## src/rtl/if_fetch_unit.sv

```systemverilog
`default_nettype none
// ============================================================================
// Module   : if_fetch_unit
// Purpose  : Instruction fetch with request/ack memory handshake, redirect
//            drop tracking, one-entry skid buffer and the IF/ID register.
// Revision : 1.0
// ============================================================================
module if_fetch_unit #(
    parameter logic [31:0] RESET_PC = 32'h0000_0000,
    parameter int          IC_WIDTH = 32
) (
    input  logic                Clk,
    input  logic                reset,
    output logic                imem_req,
    output logic [31:0]         imem_addr,
    input  logic                imem_ack,
    input  logic [31:0]         imem_rdata,
    input  logic                redirect,
    input  logic [31:0]         redirect_pc,
    input  logic                stall,
    input  logic                flush,
    output logic [IC_WIDTH-1:0] oIC,
    output logic [32:0]         oPPCCB,
    output logic [31:0]         oPC,
    output logic                oValid,
    output logic [31:0]         oIR
);

    localparam logic [1:0] S_REQ  = 2'd0;
    localparam logic [1:0] S_DROP = 2'd1;
    localparam logic [1:0] S_HOLD = 2'd2;

    localparam logic [IC_WIDTH-1:0] C_IC_ONE = IC_WIDTH'(1);

    logic [1:0]          r_state;
    logic [1:0]          w_next_state;
    logic [31:0]         r_fetch_pc;
    logic [31:0]         r_pend_pc;
    logic [31:0]         r_skid_pc;
    logic [31:0]         r_skid_ir;
    logic [IC_WIDTH-1:0] r_ic_cnt;
    logic [IC_WIDTH-1:0] r_ic;
    logic [32:0]         r_ppccb;
    logic [31:0]         r_pc;
    logic                r_valid;
    logic [31:0]         r_ir;
    logic                w_deliver;
    logic [31:0]         w_del_pc;
    logic [31:0]         w_del_ir;

    always_ff @(posedge Clk) begin
        if (reset) begin
            r_state <= S_REQ;
        end else begin
            r_state <= w_next_state;
        end
    end

    always_comb begin
        w_next_state = r_state;
        case (r_state)
            S_REQ: begin
                if (imem_ack) begin
                    if (!redirect && stall) begin
                        w_next_state = S_HOLD;
                    end
                end else if (redirect) begin
                    w_next_state = S_DROP;
                end
            end
            S_DROP: begin
                if (imem_ack) begin
                    w_next_state = S_REQ;
                end
            end
            S_HOLD: begin
                if (redirect || !stall) begin
                    w_next_state = S_REQ;
                end
            end
            default: w_next_state = S_REQ;
        endcase
    end

    // Request is gated by reset so nothing is issued while reset is held.
    always_comb begin
        imem_req  = !reset && ((r_state == S_REQ) || (r_state == S_DROP));
        imem_addr = r_fetch_pc;
        w_deliver = 1'b0;
        w_del_pc  = r_fetch_pc;
        w_del_ir  = imem_rdata;
        if (r_state == S_REQ) begin
            w_deliver = imem_ack && !redirect && !stall;
        end else if (r_state == S_HOLD) begin
            w_deliver = !redirect && !stall;
            w_del_pc  = r_skid_pc;
            w_del_ir  = r_skid_ir;
        end
    end

    always_ff @(posedge Clk) begin
        if (reset) begin
            r_fetch_pc <= RESET_PC;
            r_pend_pc  <= RESET_PC;
            r_skid_pc  <= '0;
            r_skid_ir  <= '0;
        end else begin
            case (r_state)
                S_REQ: begin
                    if (imem_ack) begin
                        if (redirect) begin
                            r_fetch_pc <= redirect_pc;
                        end else begin
                            r_fetch_pc <= r_fetch_pc + 32'd4;
                            if (stall) begin
                                r_skid_pc <= r_fetch_pc;
                                r_skid_ir <= imem_rdata;
                            end
                        end
                    end else if (redirect) begin
                        r_pend_pc <= redirect_pc;
                    end
                end
                S_DROP: begin
                    // The newest redirect wins, even when it coincides with the ack.
                    if (redirect) begin
                        r_pend_pc <= redirect_pc;
                    end
                    if (imem_ack) begin
                        r_fetch_pc <= redirect ? redirect_pc : r_pend_pc;
                    end
                end
                S_HOLD: begin
                    if (redirect) begin
                        r_fetch_pc <= redirect_pc;
                    end
                end
                default: ;
            endcase
        end
    end

    always_ff @(posedge Clk) begin
        if (reset || flush) begin
            r_valid <= 1'b0;
            r_ir    <= '0;
            r_pc    <= '0;
            r_ppccb <= '0;
            r_ic    <= '0;
            if (reset) begin
                r_ic_cnt <= '0;
            end
        end else if (!stall) begin
            if (w_deliver) begin
                r_valid  <= 1'b1;
                r_ir     <= w_del_ir;
                r_pc     <= w_del_pc;
                r_ppccb  <= {1'b0, w_del_pc + 32'd4};
                r_ic     <= r_ic_cnt;
                r_ic_cnt <= r_ic_cnt + C_IC_ONE;
            end else begin
                r_valid <= 1'b0;
            end
        end
    end

    assign oValid = r_valid;
    assign oIR    = r_ir;
    assign oPC    = r_pc;
    assign oPPCCB = r_ppccb;
    assign oIC    = r_ic;

endmodule
`default_nettype wire

```

## config.mk

```make
export PLATFORM = sky130hd
export DESIGN_NAME = if_fetch_unit
export DESIGN_NICKNAME = d
export VERILOG_FILES = /design/src/rtl/if_fetch_unit.sv
export SDC_FILE = /design/constraint.sdc
export NUM_CORES = 1
export LEC_CHECK = 0
export CAP_MARGIN = 10
export CORE_ASPECT_RATIO = 1.4
export CORE_UTILIZATION = 35
export CTS_CLUSTER_DIAMETER = 120
export DETAILED_ROUTE_END_ITERATION = 8
export GPL_TIMING_DRIVEN = 0
export MAX_ROUTING_LAYER = met4
export PLACE_DENSITY_LB_ADDON = 0.12
export SLEW_MARGIN = 10
export SYNTH_ARGS = -nofsm -noshare
export SYNTH_HDL_FRONTEND = slang
export SYNTH_SLANG_ARGS = --single-unit
```

## constraint.sdc

```tcl
create_clock -name Clk -period 6.5 [get_ports Clk]
set_input_delay 1.3 -clock Clk [delete_from_list [all_inputs] [get_ports Clk]]
set_output_delay 1.3 -clock Clk [all_outputs]
set_load 0.05 [all_outputs]
```

# After elaboration in Yosys (flattened, before gate mapping)
# Cells that the tools add are included.
[word_totals] romBits=0 latch_bits=0 elab_cells=73 output_inout_bits=163 mem_count=0 ramBits=0 input_bits=70 regBits=291
[op_classes] mul=0 n_div=0 n_bitwise=2 n_eq_ne=11 order_cmp=0 n_shift=0 n_reduce_logical=21 muxes=25 add_sub_neg=3
[op_table] op="two-way mux 32 bit" count=14
[op_table] op="case mux 32 bit (3 select lines)" count=1
[op_table] op="adder 32 x 3 -> 32 bit, second input constant" count=2
[op_table] op="case mux 32 bit (2 select lines)" count=1
[op_table] op="adder 32 x 1 -> 32 bit, second input constant" count=1
[op_table] op="inequality test 2 bit, second input constant" count=6
[op_table] op="AND reduction 4 bit" count=3
[op_table] op="two-way mux 2 bit" count=5
[op_table] op="inequality test 3 bit, second input constant" count=2
[op_table] op="case mux 2 bit (3 select lines)" count=1
[op_table] op="logical AND 1 bit" count=5
[op_table] op="AND reduction 2 bit" count=2
[op_table] op="nonzero test 2 bit" count=2
[op_table] op="logical NOT 1 bit" count=3
[op_table] op="logical OR 1 bit" count=3
[op_table] op="two-way mux 1 bit" count=3
[op_table] op="AND reduction 3 bit" count=1
[op_table] op="nonzero test 3 bit" count=1
[op_table] op="== test 2 x 1 -> 1 bit, second input constant" count=1
[op_table] op="== test 2 bit, second input constant" count=1
[op_table] op="logical NOT 2 bit" count=1
[op_table] op="inequality test 2 x 1 -> 1 bit, second input constant" count=1
[op_table] op="inverter 1 bit" count=2

# Longest topological paths before layout
[depth] ltp_word=7 mapped_depth=11 depth_no_buf=8

# Least setup slack after synthesis
# OpenSTA, ideal clock, no wires.
[synth_timing] path_type="input-to-reg" from="input redirect" to="register r_ic_cnt[0] (enable)" setup_time_ns=0.428 arrival_time_ns=3.732 slack_ns=2.340 cell_stages=5 path_cell_list="clkbuf_1 -> a211o_1 -> clkbuf_1 -> clkbuf_1 -> o21bai_1"
[synth_via] elab_chain_len=6 word_cells_on_any_way=8 classes_between="mux (2); reduce/logical (6)"
[synth_lines] item="start: declaration" line="18" text="input logic redirect,"
[synth_lines] item="logical NOT 1 bit *" line="93, 95"
[synth_lines] item="logical AND 1 bit (on tied branches)" line="95, 93"
[synth_lines] item="two-way mux 1 bit / logical AND 1 bit (equally long branches)" line="94, 93"
[synth_lines] item="two-way mux 1 bit *" line="92" text="if (r_state == S_REQ) begin"
[synth_lines] item="nonzero test 2 bit (no line) *"
[synth_lines] item="AND reduction 3 bit (no line) *"
[synth_lines] item="end signal: assignment" line="160" text="r_ic_cnt <= r_ic_cnt + C_IC_ONE;"
[synth_lines] item="end: declaration" line="41" text="logic [IC_WIDTH-1:0] r_ic_cnt;"
# Every way passes the cells marked *; elsewhere a longest branch is shown, timed or not.
# A chain may end at the register's enable or synchronous reset.

# Final worst setup path
[layout_timing] from="input reset" to="output imem_req"
[layout_via] elab_chain_len=2
[layout_lines] item="start: declaration" line="13" text="input logic reset,"
[layout_lines] item="logical NOT 1 bit" line="87" text="imem_req = !reset && ((r_state == S_REQ) || (r_state == S_DROP));"
[layout_lines] item="logical AND 1 bit" line="87"
[layout_lines] item="end: declaration" line="14" text="output logic imem_req,"
# Every way passes these cells.

==> results.txt <==
Seq/Total Area, Yosys: 44.94%
endpoints failing setup: 0
final hold violation count: 0
number of I/O pins: 233
hpwl dp: 37610 um
Data required, critical path: 5200 ps
total CTS buffers: 30
Routed WL: 49230 um
Async SR Flop Fraction: 0%
Die X-Extent: 168.5 um
Post-synth EDFFs: 32
CTS tree: built
Worst Reg2Reg Path Length in Cells: 9
DRT antenna net count: 0
gpl congestion: 0.9087
Setup WS pre-CTS: 901.8 ps
Root Buffer: clkbuf_16
I/O Buffers: 230
Setup Buffers After CTS: 0
Worst Path Arrival: 4330 ps
remaining global-route overflow: 0
largest net degree at the start of global routing: 24
Initial Util: 35.39%
CTS Buffer Depth: 3
Die Y: 235.1 um
M1 wire length: 20010 um
H-tree depth: 1
Syn Inst Count: 1738
count of cell types in the netlist: 65
Total Neg Setup Slack: 0 ps
setup slack, reg-to-reg: 3250 ps
Row Count: 85
Comb pwr share: 19.1%
synthesized area per cell: 7.817 um2
Yosys reg bits: 289
Global Route Usage Sum: 25.10%
initial antenna violation count: 0
Clock power frac: 39.2%
WS Path Type: input port to primary output
Cell Area, Synth: 0.01359 mm2
Min Hold Slack: 452.6 ps
headroom to the max-slew limit: 33.39%
hold path depth: 2
Slew Viols, Final: 0
Routed met2 length: 24490 um
worst skew pair latency: 590 ps
Final Critical Period: 5632 ps
drt first pass iters: 5
Sequential Power Share: 41.7%
pwr dens: 267.3 mW/mm2
core region area: 0.03839 mm2
DR top layer: met4
# clock sinks: 289
number of gates resized after CTS: 0
RSZ-0062 raised after global routing: no
Clock Skew: 26.03 ps
WL per Instance: 19.33 um
Mapped Nets: 1813
nets@finish: 2076
ANT cells: 0
Max Clock Freq: 177.6 MHz
vias per cell: 5.313
VDD IR max: 0.2022 mV
share of cells above drive strength 1: 4.543%
most common cell after layout, fill and taps aside: nand2_1
DR vias: 13530
Int Power: 3264 uW
area added between synthesis and finish: 29.74%
number of remaining DRC errors: 0
CTS Hold Bufs: 0
total of max-cap violations: 0
final worst slack: 868.2 ps
first-pass GRT wire length: 74650 um
switching pwr: 1448 uW
synth warn: 0
critical path fanouts, max: 10
CP Launch Type: input port
Met3 Routed Length: 2399 um
Worst-path clk slew: 60 ps
full die area: 0.03962 mm2
vias in the first global route: 12660
leakage: 0.005828 uW
DR iter-0 viols: 1056
fin crit share: 86.64%
most frequent cells in the layout: 421 x nand2_1, 257 x dfxtp_1, 230 x clkdlybuf4s50_1
CP endpoint kind: primary output
worst-margin pin slew: 990.9 ps
HP Class: flip-flop to flip-flop
Switching Share: 30.73%
Synth Flop Type: dfxtp_1
status: finished, final reports clean
## critical path, stage by stage
cell             delay (ps)
clkbuf_1                680
clkbuf_1                740
clkbuf_1                690
nor2_1                  160
clkdlybuf4s50_1         740
## registers in the layout (all words and copies together) (netlist names)
register	count
r_pend_pc	32
r_skid_pc	32
r_ic_cnt	32
oValid	1
oPPCCB	30
oIR	32
r_skid_ir	32
imem_addr	32
oIC	32
oPC	32
r_state	2
## area by class of cell
cell class / count / area [um2]
plain buffers: 152 / 616.8
clock buffers: 42 / 877.1
clock inverters: 14 / 168.9
fillers: 3909 / 20770
inverters: 15 / 56.30
multi-input cells: 1282 / 6818
flip-flops and latches: 289 / 6106
well taps: 522 / 653.1
repair buffers: 231 / 2330
## kinds of logic (layout without fill, tap and decap cells)
kind of cell | Yosys count | after routing | synth area share, %
AND/OR/NAND/NOR | 767 | 767 | 24.49
flip-flops | 289 | 289 | 44.94
XOR/XNOR | 33 | 33 | 2.127
other | 1 | 1 | 0.02760
buffers and inverters | 167 | 454 | 4.955
multiplexers | 42 | 42 | 3.260
adder cells (fa/ha/maj) | 5 | 5 | 0.4605
AO/OA/AOI/OAI | 434 | 434 | 19.74
## per-layer routing
metal	GRT usage [%]	vias to the layer above
met5	-	-
li1	-	6616
met1	29.17	6347
met3	2.623	113
met2	43.19	457
met4	11.71	0
## power groups by stage
stage / Clock (uW) / Sequential [uW] / Combinational, uW
after floorplan: 0 / 2120 / 422
after global placement: 0 / 2000 / 889
after detailed placement: 0 / 2000 / 896
after CTS: 1890 / 1960 / 899
after global routing: 1950 / 1970 / 967
final: 1850 / 1970 / 899
## synth_stat cells, drive strengths merged, types with 6 or more instances
cell type	number	area share, %
or3	21	0.97
nand3	73	2.7
a311oi	36	2.3
nand2	421	12
xnor2	16	1.0
a22oi	21	1.2
a2111oi	7	0.45
nor2	142	3.9
and3	18	0.83
nand4	21	0.97
xor2	17	1.1
dfxtp	257	38
buf	41	1.5
and4	6	0.39
o21ai	56	2.1
edfxtp	32	7.1
o31ai	6	0.33
nor3	27	0.99
nand3b	7	0.39
clkbuf	111	3.1
inv	14	0.39
a21oi	208	7.7
o211ai	6	0.33
nor4	8	0.51
a31oi	11	0.51
mux2i	34	2.6
mux2	8	0.66
a211oi	38	2.1
## final timing paths
kind                      startpoint                   endpoint
max                            reset                   imem_req
min              oIC[9]$_SDFFE_PP0P_        oIC[9]$_SDFFE_PP0P_
max reg2reg  r_state[1]$_SDFFE_PP0P_  imem_addr[7]$_SDFFE_PP0P_
min reg2reg      oIC[9]$_SDFFE_PP0P_        oIC[9]$_SDFFE_PP0P_
## per-stage QoR
step                std cells  cell area (um2)  utilization [%]  total power (uW)
global placement         2490            16540            43.08              2892
floorplan                1738            13590                -              2542
global route             2547            17630            45.91              4894
CTS                      2547            17630            45.91              4748
detailed placement       2491            16580            43.18              2899
finish                   2547            17630            45.91              4712
No activity file was read; power rests on OpenSTA's default activity.
